`src/rtl/order_pkg.sv`:
```
// -----------------------------------------------------------------------------
// order_pkg
// Shared definitions for the match_scheduler slice.
//   state_t          : scheduler FSM states
//   SIDE_BUY/SELL    : encoding of the per-requester side bit
//   EMPTY_BID/ASK    : empty-book sentinels for the default price width
//   PRICE_W_DEFAULT  : default price width
// -----------------------------------------------------------------------------
package order_pkg;

    localparam int PRICE_W_DEFAULT = 8;

    localparam logic SIDE_BUY  = 1'b0;
    localparam logic SIDE_SELL = 1'b1;

    // Sentinels are all-zeros (bid) and all-ones (ask); users replicate bit 0
    // to build the sentinel at any price width.
    localparam logic [PRICE_W_DEFAULT-1:0] EMPTY_BID = '0;
    localparam logic [PRICE_W_DEFAULT-1:0] EMPTY_ASK = '1;

    typedef enum logic [2:0] {
        IDLE,
        LOAD,
        CHECK,
        MATCH,
        CLEAR
    } state_t;

endpackage

```
`src/rtl/match_scheduler_rr_arbiter2.sv`:
```
// -----------------------------------------------------------------------------
// rr_arbiter2
// Two-way round-robin arbiter with a registered last-grant pointer.
//   clk, reset   : clock, asynchronous active-high reset
//   req[1:0]     : request vector
//   advance      : commit the current grant to the pointer
//   grant_valid  : at least one request present
//   grant_idx    : index of the winning requester
// After reset the pointer favours requester 0.
// -----------------------------------------------------------------------------
module rr_arbiter2 (
    input  logic       clk,
    input  logic       reset,
    input  logic [1:0] req,
    input  logic       advance,
    output logic       grant_valid,
    output logic       grant_idx
);

    logic last_q;   // index granted most recently

    always_comb begin
        // NOTE: every always_comb output gets a default first, so no path
        // leaves it unassigned and no latch is inferred.
        grant_valid = |req;
        grant_idx   = 1'b0;
        case (req)
            2'b11:   grant_idx = ~last_q;
            2'b10:   grant_idx = 1'b1;
            default: grant_idx = 1'b0;
        endcase
    end

    // NOTE: sequential state is written only with non-blocking assignments so
    // every flop samples pre-edge values regardless of block ordering.
    always_ff @(posedge clk or posedge reset) begin
        if (reset)
            last_q <= 1'b1;
        else if (advance && grant_valid)
            last_q <= grant_idx;
    end

endmodule

```
`src/rtl/match_scheduler.sv`:
```
// -----------------------------------------------------------------------------
// match_scheduler
// Front-end controller for the order-matching datapath: arbitrates two order
// requesters, keeps a one-deep best-bid/best-ask book, detects crossed books
// and sequences each match for the downstream spread block.
//
// Ports
//   clk, reset              : clock, asynchronous active-high reset
//   req[1:0], side[1:0]     : per-requester request (held until ack) and side
//   price0, price1          : per-requester order price
//   ack[1:0], reject        : one-hot acceptance pulse; reject = sentinel order
//   session_start/stop      : open/close the trading window (stop wins)
//   enable_count            : session-active flag
//   match_signal            : one-cycle match strobe
//   buy_price, sell_price   : current best bid / best ask
//   trade_count             : matches executed while the session was active
//   busy                    : FSM not in IDLE
//   trade_price             : midpoint of the last match (optional)
//
// Build option: define MATCH_SCHEDULER_TRADE_PRICE_EN to add trade_price.
// -----------------------------------------------------------------------------
module match_scheduler
    import order_pkg::*;
#(
    parameter int PRICE_W = PRICE_W_DEFAULT,
    parameter int CNT_W   = 8
) (
    input  logic               clk,
    input  logic               reset,
    input  logic [1:0]         req,
    input  logic [1:0]         side,
    input  logic [PRICE_W-1:0] price0,
    input  logic [PRICE_W-1:0] price1,
    output logic [1:0]         ack,
    output logic               reject,
    input  logic               session_start,
    input  logic               session_stop,
    output logic               enable_count,
    output logic               match_signal,
    output logic [PRICE_W-1:0] buy_price,
    output logic [PRICE_W-1:0] sell_price,
    output logic [CNT_W-1:0]   trade_count,
    output logic               busy
`ifdef MATCH_SCHEDULER_TRADE_PRICE_EN
    ,
    output logic [PRICE_W-1:0] trade_price
`endif
);

    localparam logic [PRICE_W-1:0] BID_NONE = {PRICE_W{EMPTY_BID[0]}};
    localparam logic [PRICE_W-1:0] ASK_NONE = {PRICE_W{EMPTY_ASK[0]}};

    state_t state_q, state_d;

    logic               grant_valid;
    logic               grant_idx;
    logic               win_idx;
    logic               win_side;
    logic [PRICE_W-1:0] win_price;
    logic               order_is_sentinel;
    logic               book_crossed;

    rr_arbiter2 u_arb (
        .clk         (clk),
        .reset       (reset),
        .req         (req),
        .advance     (state_q == IDLE),
        .grant_valid (grant_valid),
        .grant_idx   (grant_idx)
    );

    assign order_is_sentinel = (win_side == SIDE_BUY  && win_price == BID_NONE) ||
                               (win_side == SIDE_SELL && win_price == ASK_NONE);

    // Equal prices are a cross; an empty side never crosses.
    assign book_crossed = (buy_price != BID_NONE) && (sell_price != ASK_NONE) &&
                          (buy_price >= sell_price);

    // ---------------- FSM: state register ----------------
    always_ff @(posedge clk or posedge reset) begin
        if (reset)
            state_q <= IDLE;
        else
            state_q <= state_d;
    end

    // ---------------- FSM: next state ----------------
    always_comb begin
        state_d = state_q;
        case (state_q)
            IDLE:    if (grant_valid) state_d = LOAD;
            LOAD:    state_d = CHECK;
            CHECK:   state_d = book_crossed ? MATCH : IDLE;
            MATCH:   state_d = CLEAR;
            CLEAR:   state_d = IDLE;
            default: state_d = IDLE;
        endcase
    end

    // ---------------- FSM: outputs ----------------
    always_comb begin
        ack          = 2'b00;
        reject       = 1'b0;
        match_signal = 1'b0;
        busy         = (state_q != IDLE);
        case (state_q)
            LOAD: begin
                ack    = win_idx ? 2'b10 : 2'b01;
                reject = order_is_sentinel;
            end
            MATCH:   match_signal = 1'b1;
            default: ;
        endcase
    end

    // ---------------- Order latch, book and trade counter ----------------
    // NOTE: the latched order fields are reset along with the book; they are
    // only a few flops and keep post-reset state fully deterministic.
    always_ff @(posedge clk or posedge reset) begin
        if (reset) begin
            win_idx     <= 1'b0;
            win_side    <= SIDE_BUY;
            win_price   <= '0;
            buy_price   <= BID_NONE;
            sell_price  <= ASK_NONE;
            trade_count <= '0;
        end else begin
            case (state_q)
                IDLE: begin
                    if (grant_valid) begin
                        win_idx   <= grant_idx;
                        win_side  <= side[grant_idx];
                        win_price <= grant_idx ? price1 : price0;
                    end
                end
                LOAD: begin
                    // Sentinel and non-improving orders leave the book as is.
                    if (!order_is_sentinel) begin
                        if (win_side == SIDE_BUY && win_price > buy_price)
                            buy_price <= win_price;
                        if (win_side == SIDE_SELL && win_price < sell_price)
                            sell_price <= win_price;
                    end
                end
                MATCH: begin
                    if (enable_count)
                        trade_count <= trade_count + CNT_W'(1);
                end
                CLEAR: begin
                    buy_price  <= BID_NONE;
                    sell_price <= ASK_NONE;
                end
                default: ;
            endcase
        end
    end

    // ---------------- Session window ----------------
    always_ff @(posedge clk or posedge reset) begin
        if (reset)
            enable_count <= 1'b0;
        else if (session_stop)
            enable_count <= 1'b0;
        else if (session_start)
            enable_count <= 1'b1;
    end

`ifdef MATCH_SCHEDULER_TRADE_PRICE_EN
    // Midpoint of the crossing prices; the extra sum bit keeps the carry.
    always_ff @(posedge clk or posedge reset) begin
        if (reset)
            trade_price <= '0;
        else if (state_q == MATCH)
            trade_price <= PRICE_W'(({1'b0, buy_price} + {1'b0, sell_price}) >> 1);
    end
`endif

endmodule

```
`config.mk`:
```
export PLATFORM = sky130hd
export DESIGN_NAME = match_scheduler
export DESIGN_NICKNAME = d
export VERILOG_FILES = /design/src/rtl/order_pkg.sv /design/src/rtl/match_scheduler_rr_arbiter2.sv /design/src/rtl/match_scheduler.sv
export SDC_FILE = /design/constraint.sdc
export NUM_CORES = 1
export LEC_CHECK = 0
export BUFFER_PORTS_ARGS = -buffer_cell sky130_fd_sc_hd__buf_2
export CORE_ASPECT_RATIO = 1.25
export CORE_UTILIZATION = 54
export DETAILED_ROUTE_END_ITERATION = 16
export GPL_TIMING_DRIVEN = 0
export PLACE_DENSITY = 0.8
export REMOVE_ABC_BUFFERS = 1
export SLEW_MARGIN = 20
export SYNTH_ARGS = -nofsm -noshare
export SYNTH_HDL_FRONTEND = slang
export SYNTH_SLANG_ARGS = --single-unit
```
`constraint.sdc`:
```
create_clock -name clk -period 2.72 [get_ports clk]
set_clock_uncertainty 0.15 [all_clocks]
set_input_delay 0.544 -clock clk [delete_from_list [all_inputs] [get_ports clk]]
set_output_delay 0.544 -clock clk [all_outputs]
set_load 0.005 [all_outputs]
```
# == Word level (Yosys, flattened, before mapping) ==
# Cells that the tools add are included.
# totals
output_inout_bits,30
wordCells,66
inputBits,24
regBits,39
# op_classes
muxes,19
reduce_logical,19
magnitude_cmp,4
n_eq_ne,12
bitwise,2
n_addsub,1
# ops
cell,n
$mux 8,5
$pmux 8 s2,2
$pmux 3 s4,1
$add 8x1->8 const B,1
$eq 8x8->1 const B,1
$ge 8x8->1,1
$gt 8x8->1,1
$logic_not 8->1,1
$lt 8x8->1,1
$ne 2x2->1 const B,4
$ne 8x8->1 const B,1
$reduce_bool 8->1,1
$logic_and 1x1->1,7
$eq 3x2->1 const B,2
$mux 1,6
$mux 2,3
$reduce_and 3->1,2
$eq 2x2->1 const B,2
$reduce_and 2->1,2
$reduce_bool 2->1,2
$eq 3x1->1 const B,1
$eq 3x3->1 const B,1
$logic_not 3->1,1
$mux 3,1
6 further kinds,7

# == Longest topological paths before layout ==
# depth
ltp_word,5
depth_mapped,7
mapped_depth_nobuf,7

# == Hierarchy ==
# From an unflattened synthesis, not the netlist that was laid out.
# unflattened
hier_cells,225
hier_area_um2,2382.3
# by_module_without_submodules
module,area_each_um2,cells_per_inst,seq_area_each_um2,instances
match_scheduler,2327.2,219,960.9,1
rr_arbiter2,55.1,6,26.3,1

# == Worst setup path after synthesis ==
# No wires, ideal clock.
# synth_timing
kind,register to output
start,register win_price[4]
end,output reject
required_time_ns,2.026
setup_slack_ns,0.479
path_stages_with_launch,4
arrival_ns,1.547
cell_sequence,dfrtp_1 or4_1 or3_1 a21oi_2
# synth_between
elab_chain_len,4
# synth_rtl
element,line_no,source
start: declaration,match_scheduler.sv:59,logic [PRICE_W-1:0] win_price;
start signal: assignment,match_scheduler.sv:133,win_price <= grant_idx ? price1 : price0;
$eq 8x8->1 or $logic_not 8->1 (tied branches),"match_scheduler.sv:73, match_scheduler.sv:72",
$logic_and 1x1->1 (on tied branches),"match_scheduler.sv:73, match_scheduler.sv:72",
$logic_or 1x1->1 (*),match_scheduler.sv:72,assign order_is_sentinel = (win_side == SIDE_BUY && win_price == BID_NONE) ||
$mux 1 (*),match_scheduler.sv:106,case (state_q)
end: declaration,match_scheduler.sv:35,"output logic reject,"
# Mark *: on every way between the ends. The rest lies on a longest branch, timed or not.

# == Worst setup path after layout ==
# layout_timing
start,register win_price[3]
end,output reject
# The elaborated chain is that of the path after synthesis.

==> impl_metrics.toml <==
[yosys]
synth-seq-area-share_pct = 41.92
yosysTopAreaCellShare_pct = 31.88
synth_cell_types = 49
synth_area_um2 = 2355
yosys_register_bits = 39
synth_largest_area_cell = "dfrtp_1"
synthArstFlopShare_pct = 100.0
synthTopCellsByArea = "dfrtp_1 (32%), ha_1 (13%), dfstp_2 (10%)"
synthFlopType = "dfrtp_1"
synth_edf_count = 0
syn-mean-instance-area_um2 = 10.47
yosysWarnings = 0
syn_inst = 225

[die]
ioPinCount = 54
die_h_um = 75.83
die-area_um2 = 4631
fp.dieW_um = 61.07
core-area_um2 = 4131
start_util_pct = 57.00
rows = 26

[timing]
max_slew_margin_pct = 53.35
min_period_ns = 2.668
post-route-period-util_pct = 98.07
hold_violations = 0
max_freq_mhz = 374.9
timing.setup.tns_ns = 0
hold_ws_ns = 0.05072
setup_viol = 0
worst_pin_slew_ns = 0.6990
maxSlewViolCount = 0
grt_setup_unrepaired = "false"

[routing]
drt_first_pass_iters = 4
totalWireLength_um = 4970
postRouteAntennaNets = 0
drc = 0
wl_per_cell_um = 14.57
num_vias = 1935
drt-initial-drc-count = 58
vias_per_cell = 5.674

[global_route]
first_global_vias = 1779
grt_max_degree = 27
grt-ovfl-total = 0
antenna_found_initial = 0
grt_first_pass_wirelength_um = 8286
grtUsageTotal_pct = 24.55

[clock_tree]
hold_buffers = 0
cts_tree = "done"
clkSinkCount = 39
cts_made_buffers = 5
clkTransAtPathRegs_ns = 0.08
clock_path_buffers = 2
clock_latency_ns = 0.29
htreeDepth = 2
cts-root-buf = "clkbuf_8"

[pwr]
ir_drop_mv = 0.4971
p_seq_share_pct = 38.2
clkPwrFrac_pct = 13.4
combinationalPowerShare_pct = 48.3
p_int_mw = 1.764
power.leakage_nw = 1.378
p_sw_share_pct = 42.22
power.density_nw_per_um2 = 1086
switchingPower_mw = 1.289

[finish]
antenna_cells = 0
area_growth_pct = 19.39
nets = 332
fillers = 333
layout-drive-gt1-share_pct = 30.88

[setup_path]
crit_fanout = 7
worstSetupEndpointType = "output pin"
cp_slowest_cell = "or4_4"
crit_type = "reg2out"
crit_required_ns = 2.03
critical_path_arrival_ns = 1.97
cpPeakStageDelay_ns = 0.54
rr_worst_depth = 5
critPathLaunchType = "flip-flop"
cp_cell_sequence = "or4_4 > or3_1 > a21oi_2 > buf_2"

[place]
hpwl_um = 3834
gp_congestion = 0.8916
numPortBuffers = 53

[job]
max_cap_viol_count = 0

[hold_path]
worst_hold_path_type = "in2async"

[status]
status = "complete, no violations"
## layout by cell type (no fill, tap or decap), drive strengths merged, types with 4 or more instances in the layout
| cell | count |
|---|---|
| nor3 | 4 |
| ha | 24 |
| nand4 | 8 |
| dfrtp | 30 |
| nand2 | 7 |
| nand3 | 4 |
| o22a | 8 |
| mux2i | 9 |
| dfstp | 9 |
| buf | 57 |
| clkbuf | 7 |
| o21ai | 4 |
| xor2 | 4 |
| a32o | 8 |
| a21o | 5 |
| inv | 20 |
| nor2 | 23 |
| a21oi | 15 |
## worst paths after layout
check	from	endpoint	slack, ns
max reg2reg	state_q[0]	sell_price[0]	0.26
max	win_price[3]	reject	0.05
min	reset	win_price[1]	0.05
max in group asynchronous	reset	u_arb.last_q	1.86
min reg2reg	trade_count[7]	trade_count[7]	0.32
min in group clk	session_stop	enable_count	0.24
## worst max-delay path: cells and delay by family (launching register included)
family | cells | cell delay [ns]
flip-flops | 1 | 0.46
AO/OA/AOI/OAI | 1 | 0.17
buffers and inverters | 1 | 0.14
AND/OR/NAND/NOR | 2 | 0.91
## power groups by stage
stage	registers, mW	logic (mW)	clock network (mW)
detailed placement	1.17	1.45	0
CTS	1.17	1.46	0.423
global route	1.21	1.68	0.440
floorplan	1.09	1.05	0
global placement	1.16	1.39	0
finish	1.17	1.48	0.410
## flip-flops by register name (all words and copies together), names as in the netlist
signal / count
buy_price: 8
win_price: 8
win_idx: 1
win_side: 1
u_arb.last_q: 1
sell_price: 8
trade_count: 8
state_q: 3
enable_count: 1
## synth_stat cells (2+ instances only)
library cell / count
a21boi_0: 2
a21o_1: 5
a21oi_1: 14
a32o_1: 8
and3b_1: 2
and4_1: 2
clkbuf_1: 3
dfrtp_1: 30
dfstp_2: 9
ha_1: 24
inv_1: 20
mux2i_1: 9
nand2_1: 7
nand3_1: 4
nand4_1: 8
nor2_1: 23
nor3_1: 2
nor4_1: 2
o2111ai_1: 2
o211ai_1: 2
o21ai_0: 4
o22a_1: 8
or3_1: 2
or3b_2: 2
or4_1: 2
xnor2_1: 3
xor2_1: 4
## layer usage
layer / global-route usage [%] / vias up / routed length, µm
li1: - / 947 / -
met1: 34.54 / 929 / 2233
met2: 37.56 / 51 / 2418
met3: 4.754 / 8 / 221
met4: 9.091 / 0 / 97
met5: 0 / - / 0
## logic make-up (layout without fill, tap and decap cells)
logic type,after synthesis,in the layout,synth area share [%]
muxes,10,10,4.304
xor gates and xnor gates,7,7,2.604
buffers and inverters,25,85,4.304
AOI/OAI and AO/OA,54,54,17.80
and+or+nand+nor,66,66,16.31
adders and majority gates,24,24,12.75
DFF,39,39,41.92
## repair_timing
item,CTS,global route
hold endpoints to repair,0,0
endpoints found under the setup margin,1,1
resized for setup,2,2
pin swaps,1,0
buffers inserted,1,1
## stage by stage
stage | setup WS [ns] | util (%) | cell area, µm² | cells | power, mW
final | 0.05243 | 68.05 | 2811 | 341 | 3.052
after CTS | 0.0005651 | 67.69 | 2796 | 340 | 3.053
after floorplan | 0.4567 | - | 2328 | 220 | 2.143
after global routing | 0.001155 | 68.05 | 2811 | 341 | 3.334
after global placement | 0.04731 | 64.48 | 2664 | 329 | 2.550
after detailed placement | 0.2121 | 65.14 | 2691 | 331 | 2.624
## cell type report
| class | instances | area (µm²) | area share [%] |
|---|---|---|---|
| flip-flops and latches | 39 | 991.0 | 35.25 |
| clock inverters | 1 | 8.758 | 0.3115 |
| inverters | 20 | 75.07 | 2.670 |
| clock buffers | 7 | 86.33 | 3.071 |
| repair buffers | 57 | 307.8 | 10.95 |
| well taps | 56 | 70.07 | 2.492 |
| multi-input cells | 161 | 1272 | 45.26 |
(Power assumes the default switching activity.)
